`config.mk`:
```
export PLATFORM = sky130hd
export DESIGN_NAME = truth_table_sweeper
export DESIGN_NICKNAME = d
export VERILOG_FILES = /design/src/rtl/cello_sweep_pkg.sv /design/src/rtl/truth_table_sweeper_settle_counter.sv /design/src/rtl/truth_table_sweeper.sv
export SDC_FILE = /design/constraint.sdc
export NUM_CORES = 1
export LEC_CHECK = 0
export ABC_AREA = 1
export CAP_MARGIN = 20
export CORE_MARGIN = 3
export CORE_UTILIZATION = 54
export DETAILED_ROUTE_END_ITERATION = 16
export PLACE_DENSITY = 0.79
export SETUP_SLACK_MARGIN = 0.1
export SLEW_MARGIN = 20
export SYNTH_ARGS = -nofsm -noshare
export SYNTH_HDL_FRONTEND = slang
export SYNTH_HIERARCHICAL = 1
export SYNTH_SLANG_ARGS = --single-unit
```
`constraint.sdc`:
```
create_clock -name clk -period 2.3 [get_ports clk]
set_input_delay 0.46 -clock clk [delete_from_list [all_inputs] [get_ports clk]]
set_output_delay 0.46 -clock clk [all_outputs]
set_load 0.005 [all_outputs]
```
`src/rtl/cello_sweep_pkg.sv`:
```
// ---------------------------------------------------------------------------
// cello_sweep_pkg
// Shared types and helpers for the truth-table sweeper.
//   state_t  : sweeper FSM states (IDLE, DRIVE, RESULT)
//   NUM_ROWS : number of input rows of a 3-input gate
//   row_bit  : maps a row index onto its bit position in a hex-named
//              truth-table word (row 000 -> bit 7, row 111 -> bit 0)
// ---------------------------------------------------------------------------
package cello_sweep_pkg;

    typedef enum logic [1:0] {
        IDLE   = 2'd0,
        DRIVE  = 2'd1,
        RESULT = 2'd2
    } state_t;

    localparam int NUM_ROWS = 8;

    function automatic logic [2:0] row_bit(input logic [2:0] idx);
        return 3'(NUM_ROWS - 1) - idx;
    endfunction

endpackage

```
`src/rtl/truth_table_sweeper_settle_counter.sv`:
```
// ---------------------------------------------------------------------------
// settle_counter
// Counts the cycles an input row has been held and flags the sampling cycle.
//   clk  : clock, rising edge
//   rst  : asynchronous active-high reset
//   clr  : synchronous clear (holds the count at zero)
//   en   : advance the count this cycle
//   tick : high while cnt == SETTLE_CYCLES-1 (sampling cycle)
// The count clears itself on the cycle after tick, so it never wraps.
// ---------------------------------------------------------------------------
module settle_counter #(
    parameter int CNT_W         = 8,
    parameter int SETTLE_CYCLES = 4
) (
    input  logic clk,
    input  logic rst,
    input  logic clr,
    input  logic en,
    output logic tick
);

    logic [CNT_W-1:0] cnt;

    assign tick = (cnt == CNT_W'(SETTLE_CYCLES - 1));

    // NOTE: state registers use non-blocking assignments so every flop samples
    // the pre-edge values of its neighbours, independent of block ordering.
    always_ff @(posedge clk or posedge rst) begin
        if (rst) begin
            cnt <= '0;
        end else if (clr) begin
            cnt <= '0;
        end else if (en) begin
            cnt <= tick ? '0 : cnt + CNT_W'(1);
        end
    end

endmodule

```
`src/rtl/truth_table_sweeper.sv`:
```
// ---------------------------------------------------------------------------
// truth_table_sweeper
// Walks a 3-input gate through all 8 input rows, holds each row for
// SETTLE_CYCLES cycles, samples the gate and reports the captured truth
// table against EXPECTED over a valid/ready result handshake.
//   clk       : clock, rising edge
//   rst       : asynchronous active-high reset
//   start     : request a sweep (accepted in IDLE only)
//   busy      : high in DRIVE and RESULT
//   in1..in3  : gate inputs, {in1,in2,in3} = row index
//   gate_out  : gate output, treated as synchronous to clk
//   res_valid : result available, held until res_ready
//   res_ready : consumer accepts the result
//   table_out : captured truth-table word (row 000 in bit 7)
//   mismatch  : table_out ^ EXPECTED
//   match     : result equals EXPECTED (qualified by res_valid)
// ---------------------------------------------------------------------------
module truth_table_sweeper
    import cello_sweep_pkg::*;
#(
    parameter int         SETTLE_CYCLES = 4,
    parameter int         CNT_W         = 8,
    parameter logic [7:0] EXPECTED      = 8'h3E
) (
    input  logic       clk,
    input  logic       rst,
    input  logic       start,
    output logic       busy,
    output logic       in1,
    output logic       in2,
    output logic       in3,
    input  logic       gate_out,
    output logic       res_valid,
    input  logic       res_ready,
    output logic [7:0] table_out,
    output logic [7:0] mismatch,
    output logic       match
);

    state_t     state;
    state_t     next_state;
    logic [2:0] idx;
    logic [7:0] table_reg;
    logic [7:0] table_next;
    logic       tick;
    logic       last_row;

    settle_counter #(
        .CNT_W         (CNT_W),
        .SETTLE_CYCLES (SETTLE_CYCLES)
    ) u_settle (
        .clk  (clk),
        .rst  (rst),
        .clr  (state != DRIVE),
        .en   (state == DRIVE),
        .tick (tick)
    );

    assign last_row = (idx == 3'(NUM_ROWS - 1));

    // Gate inputs come straight from the row register: no path from start.
    assign {in1, in2, in3} = idx;
    assign busy            = (state != IDLE);
    assign res_valid       = (state == RESULT);
    // mismatch resets to zero, so match must be gated by res_valid.
    assign match           = res_valid && (mismatch == 8'h00);

    always_ff @(posedge clk or posedge rst) begin
        if (rst) begin
            state <= IDLE;
        end else begin
            state <= next_state;
        end
    end

    // NOTE: every signal written here gets a default first, so no path
    // through the case statement can leave it unassigned and infer a latch.
    always_comb begin
        next_state = state;
        table_next = table_reg;
        table_next[row_bit(idx)] = gate_out;
        case (state)
            IDLE:    if (start)                 next_state = DRIVE;
            DRIVE:   if (tick && last_row)      next_state = RESULT;
            RESULT:  if (res_ready)             next_state = IDLE;
            default:                            next_state = IDLE;
        endcase
    end

    always_ff @(posedge clk or posedge rst) begin
        if (rst) begin
            idx       <= '0;
            table_reg <= '0;
            table_out <= '0;
            mismatch  <= '0;
        end else begin
            case (state)
                IDLE: begin
                    if (start) begin
                        idx       <= '0;
                        table_reg <= '0;
                    end
                end
                DRIVE: begin
                    if (tick) begin
                        table_reg <= table_next;
                        if (last_row) begin
                            // Result registers move only on entry to RESULT
                            // and hold through IDLE until the next sweep ends.
                            table_out <= table_next;
                            mismatch  <= table_next ^ EXPECTED;
                        end else begin
                            idx <= idx + 3'd1;
                        end
                    end
                end
                RESULT: begin
                    if (res_ready) idx <= '0;
                end
                default: idx <= '0;
            endcase
        end
    end

endmodule

```
Yosys cells after proc, flatten, opt, wreduce, memory -nomap -nowiden

Cells that the tools add are included.

Register bits after elaboration: 37
Word-level logic and storage cells: 52

$add $sub $neg: 3
Order comparisons: 2
Equality and inequality tests: 10
Muxes and demuxes: 18
Bitwise operators: 1
Reduce and logical (&&, ||, !) cells: 12

Operator list:

| cell                                                                          | number |
|---|---|
| 8-bit two-way mux                                                             | 5 |
| 8-bit one-hot mux with 2 select lines                                         | 1 |
| 3-bit two-way mux                                                             | 4 |
| 3-bit one-hot mux with 3 select lines                                         | 1 |
| 3-bit AND reduction                                                           | 3 |
| 8-bit by 1-bit adder with 8-bit output (second input constant)                | 1 |
| 8-bit bitwise mux                                                             | 1 |
| 8-bit by 2-bit equality test with 1-bit output (second input constant)        | 1 |
| 8-bit zero test                                                               | 1 |
| 2-bit != test (second input constant)                                         | 4 |
| 2-bit two-way mux                                                             | 3 |
| 2-bit one-hot mux with 3 select lines                                         | 1 |
| 2-bit nonzero test                                                            | 3 |
| 5-bit NOT                                                                     | 1 |
| 3-bit by 4-bit less-than comparator with 1-bit output (second input constant) | 1 |
| 2-bit by 1-bit != test with 1-bit output (second input constant)              | 2 |
| 4-bit AND reduction                                                           | 1 |
| 3-bit by 1-bit adder with 3-bit output (second input constant)                | 1 |
| 1-bit demux with 3-bit select                                                 | 1 |
| 3-bit equality test (second input constant)                                   | 1 |
| 3-bit by 1-bit >= comparator with 1-bit output (second input constant)        | 1 |
| 1-bit logical AND                                                             | 3 |
| 3-bit subtractor (first input constant)                                       | 1 |
| 2-bit by 1-bit equality test with 1-bit output (second input constant)        | 1 |
| 3 further kinds                                                               | 3 |

Logic depth before layout (Yosys ltp)

Depth in word-level cells: 8
Gate-level depth with buffers: 9
Mapped depth without buffers: 8

Modules after synthesis

The synthesis kept the hierarchy.

Modules (own cells, without submodules):

| module              | instances | cells an instance | area each (µm²) | sequential area each (µm²) |
|---|---|---|---|---|
| truth_table_sweeper | 1         | 174               | 1367.6          | 650.6 |
| settle_counter      | 1         | 73                | 541.8           | 200.2 |

Least setup slack after synthesis

No wires, ideal clock.

Kind: flip-flop to flip-flop
From: register u_settle.cnt[0]
To: register table_out[0]
Setup time: 0.123 ns
Arrival time: 1.732 ns
Data required time: 2.177 ns
Path slack: 0.444 ns
Cell stages (with the launch flop): 10
Buffers on the path: 1
Period minus slack after synthesis: 1.856 ns
Path through: dfrtp_1 ha_1 inv_1 nor4_1 nand3_2 nor2_8 inv_4 buf_6 nand2_1 o21ai_1

Word-level cells in the longest chain between the ends: 2

RTL lines:

| element                                        | RTL line                                 | source |
|---|---|---|
| start: declaration                             | truth_table_sweeper_settle_counter.sv:22 | `logic [CNT_W-1:0] cnt;` |
| start signal: assignment                       | truth_table_sweeper_settle_counter.sv:34 | `cnt <= tick ? '0 : cnt + CNT_W'(1);` |
| 8-bit by 2-bit equality test with 1-bit output | truth_table_sweeper_settle_counter.sv:24 | `assign tick = (cnt == CNT_W'(SETTLE_CYCLES - 1));` |
| net tick                                       | truth_table_sweeper.sv:45                | `logic tick;` |
| 3-bit AND reduction (no source line)           | --                                       |  |
| end signal: assignment                         | truth_table_sweeper.sv:110               | `table_out <= table_next;` |
| end: declaration                               | truth_table_sweeper.sv:35                | `output logic [7:0] table_out,` |

The timed path passes the listed nets, and every way through them passes these cells.
A chain may end at the register's enable or synchronous reset.

Final worst setup path

From: register state[0]
To: output port match

Word-level cells in the longest chain between the ends: 2

RTL lines:

| element                  | RTL line                  | source |
|---|---|---|
| start: declaration       | truth_table_sweeper.sv:40 | `state_t state;` |
| start signal: assignment | truth_table_sweeper.sv:72 | `state <= next_state;` |
| 2-bit equality test      | truth_table_sweeper.sv:64 | `assign res_valid = (state == RESULT);` |
| 1-bit logical AND        | truth_table_sweeper.sv:66 | `assign match = res_valid && (mismatch == 8'h00);` |
| end: declaration         | truth_table_sweeper.sv:37 | `output logic match` |

No other way between the ends.

==> flow_summary.ini <==
[route]
drc = 0
drt-pass1-iter-count = 4
viasPerCell = 5.25
vias = 1675
drt_iter0_drc = 172
wirelength_mm = 4.03
wire_per_inst_um = 12.6
antenna_left = 0

[timing]
clock.fmax_mhz = 477
period_needed_ns = 2.09
setup_violations = 0
whs_ns = 0.382
hold_viol_final = 0
tns_ns = 0
drv_slew = 0
rsz0062_at_grt = false
slew-limit-headroom = 0.639
setup_slack_ns = 0.205
fin_crit_sh = 0.911
worstMarginPinSlew_ns = 0.540
skew_ns = 0.00904

[synth]
ys_seq_area_frac = 0.446
syn_nets = 255
yosys_register_bits = 34
synth_area_per_cell_um2 = 7.73
yosysWarnings = 6
synth.distinct_cells = 26
async_flop_share = 1.00
mappedNetlistArea_um2 = 1910
synthCells = 247
synth_ff_type = dfrtp_1
synth_edf_count = 0

[die]
die_y_um = 65.5
die_w_um = 65.5
coreArea_um2 = 3200
floorplan.initialDensity = 0.596
die_area_um2 = 4290
num_rows = 20
ios = 27

[finish]
mostFrequentLayoutCell = nand2_1
final-seq-area_um2 = 852
finalNetCount = 282
num_antenna_cells = 0
multi_input_area_um2 = 862
layout_common_cells = nand2_1, dfrtp_1, inv_1, nand3_1, clkdlybuf4s50_1
fill_cells = 271
synthToLayoutAreaGrowth_pct = 17.6
final_layout_size_suffix_gt1_frac = 0.109

[power]
p_per_area_nw_per_um2 = 860
irDropWorstVdd_mv = 0.776
power_mw = 1.93
p_leak_nw = 1.08

[cts]
cts_buffers = 5
clock_latency_ns = 0.34
clock-sinks = 34
clock_path_buffers = 2
cts_max_level = 2
clk_pin_slew_ns = 0.10
tritoncts = yes
cts_hold_buf = 0
root_buffer = clkbuf_4

[worst_setup_path]
required_ns = 1.84
slowest_delay_ns = 0.50
endpoint_kind = output pin
cp_top_family = buffers and inverters
crit_buf_inv = 1
criticalPathCategory = reg2out
cp_slowest_cell = clkdlybuf4s50_1
r2r_cells = 9
path_cells = nor2_4 -> nand3_1 -> nor2_1 -> clkdlybuf4s50_1
path_depth = 4
cp.arrival_ns = 1.63
critPathLaunchType = flop
crit_fanout = 4

[global_routing]
grt_max_degree = 27
grt_pass1_vias = 1588
groute.usage.overall = 0.218
grt_overflow_total = 0
grt_pass1_wl_mm = 7.11
antenna_found_initial = 0

[outcome]
status = completed

[job]
max_cap_violations = 0

[placement]
preCtsSetupSlack_ns = 0.432
place_hpwl_mm = 2.91
gp_congestion = 0.983
io_buffers = 26

[hold_path]
hp-class = in2async
cell usage after synthesis, types with 3 or more instances:
master   instances  area, µm²
nor2_1          17       63.8
o21ai_1         14       70.1
buf_4            5       37.5
nand2_2          3       18.8
o21ai_0          4       20.0
inv_1           30        113
nand2_1         69        259
nand4_1         16        100
nor2_2           3       18.8
ha_1             3       37.5
dfrtp_1         34        851
nand3_1         28        140
inv_2            4       15.0
timing repair:
action | in CTS | in global routing
cloned | 0 | 0
endpoints found under the hold margin | 0 | 0
gates resized for setup | 1 | 2
buffers inserted | 0 | 1
setup endpoints to repair | 1 | 1
path summary, 6_finish.rpt:
check	from	end	slack [ns]
worst min register to register	table_out[1]	table_out[1]	0.50
worst min-delay path	rst	u_settle/cnt[1]	0.38
min in group clk	table_out[1]	table_out[1]	0.50
max in group asynchronous	rst	state[0]	1.54
worst max-delay path	state[0]	match	0.21
worst max register to register	u_settle/cnt[0]	idx[0]	0.41
per-stage QoR:
stage,cells,cell area [µm²],utilization
6_report,319,2250,0.701
5_1_grt,319,2250,0.701
4_1_cts,318,2230,0.697
3_5_place_dp,310,2170,0.677
3_3_place_gp,310,2170,0.677
2_1_floorplan,247,1910,-
final cells by class:
type	instances	share of cell area
Multi-Input combinational cell	169	0.384
Sequential cell	34	0.379
Timing Repair Buffer	29	0.126
Inverter	35	0.0596
Clock buffer	7	0.0245
Tap cell	44	0.0245
Clock inverter	1	0.00223
cells by family after synthesis:
family                   synth area share
AO/OA/AOI/OAI                      0.0583
AND/OR/NAND/NOR                     0.365
adder cells (fa/ha/maj)            0.0197
flip-flops                          0.446
XOR/XNOR                          0.00459
buffers and inverters               0.107
routing by layer:
layer  vias to the layer above  track usage  part of all wire
li1                        850            -                 -
met1                       771        0.298              0.47
met2                        45        0.334              0.45
met3                         9       0.0410             0.053
met4                         0        0.104             0.024
met5                         -            0                 0
power by group:
| part | switching, mW | internal [mW] |
|---|---|---|
| sequential | 0.123 | 0.685 |
| combinational | 0.496 | 0.279 |
| clock | 0.202 | 0.148 |
Note: power is estimated with default switching activity, not from simulation.
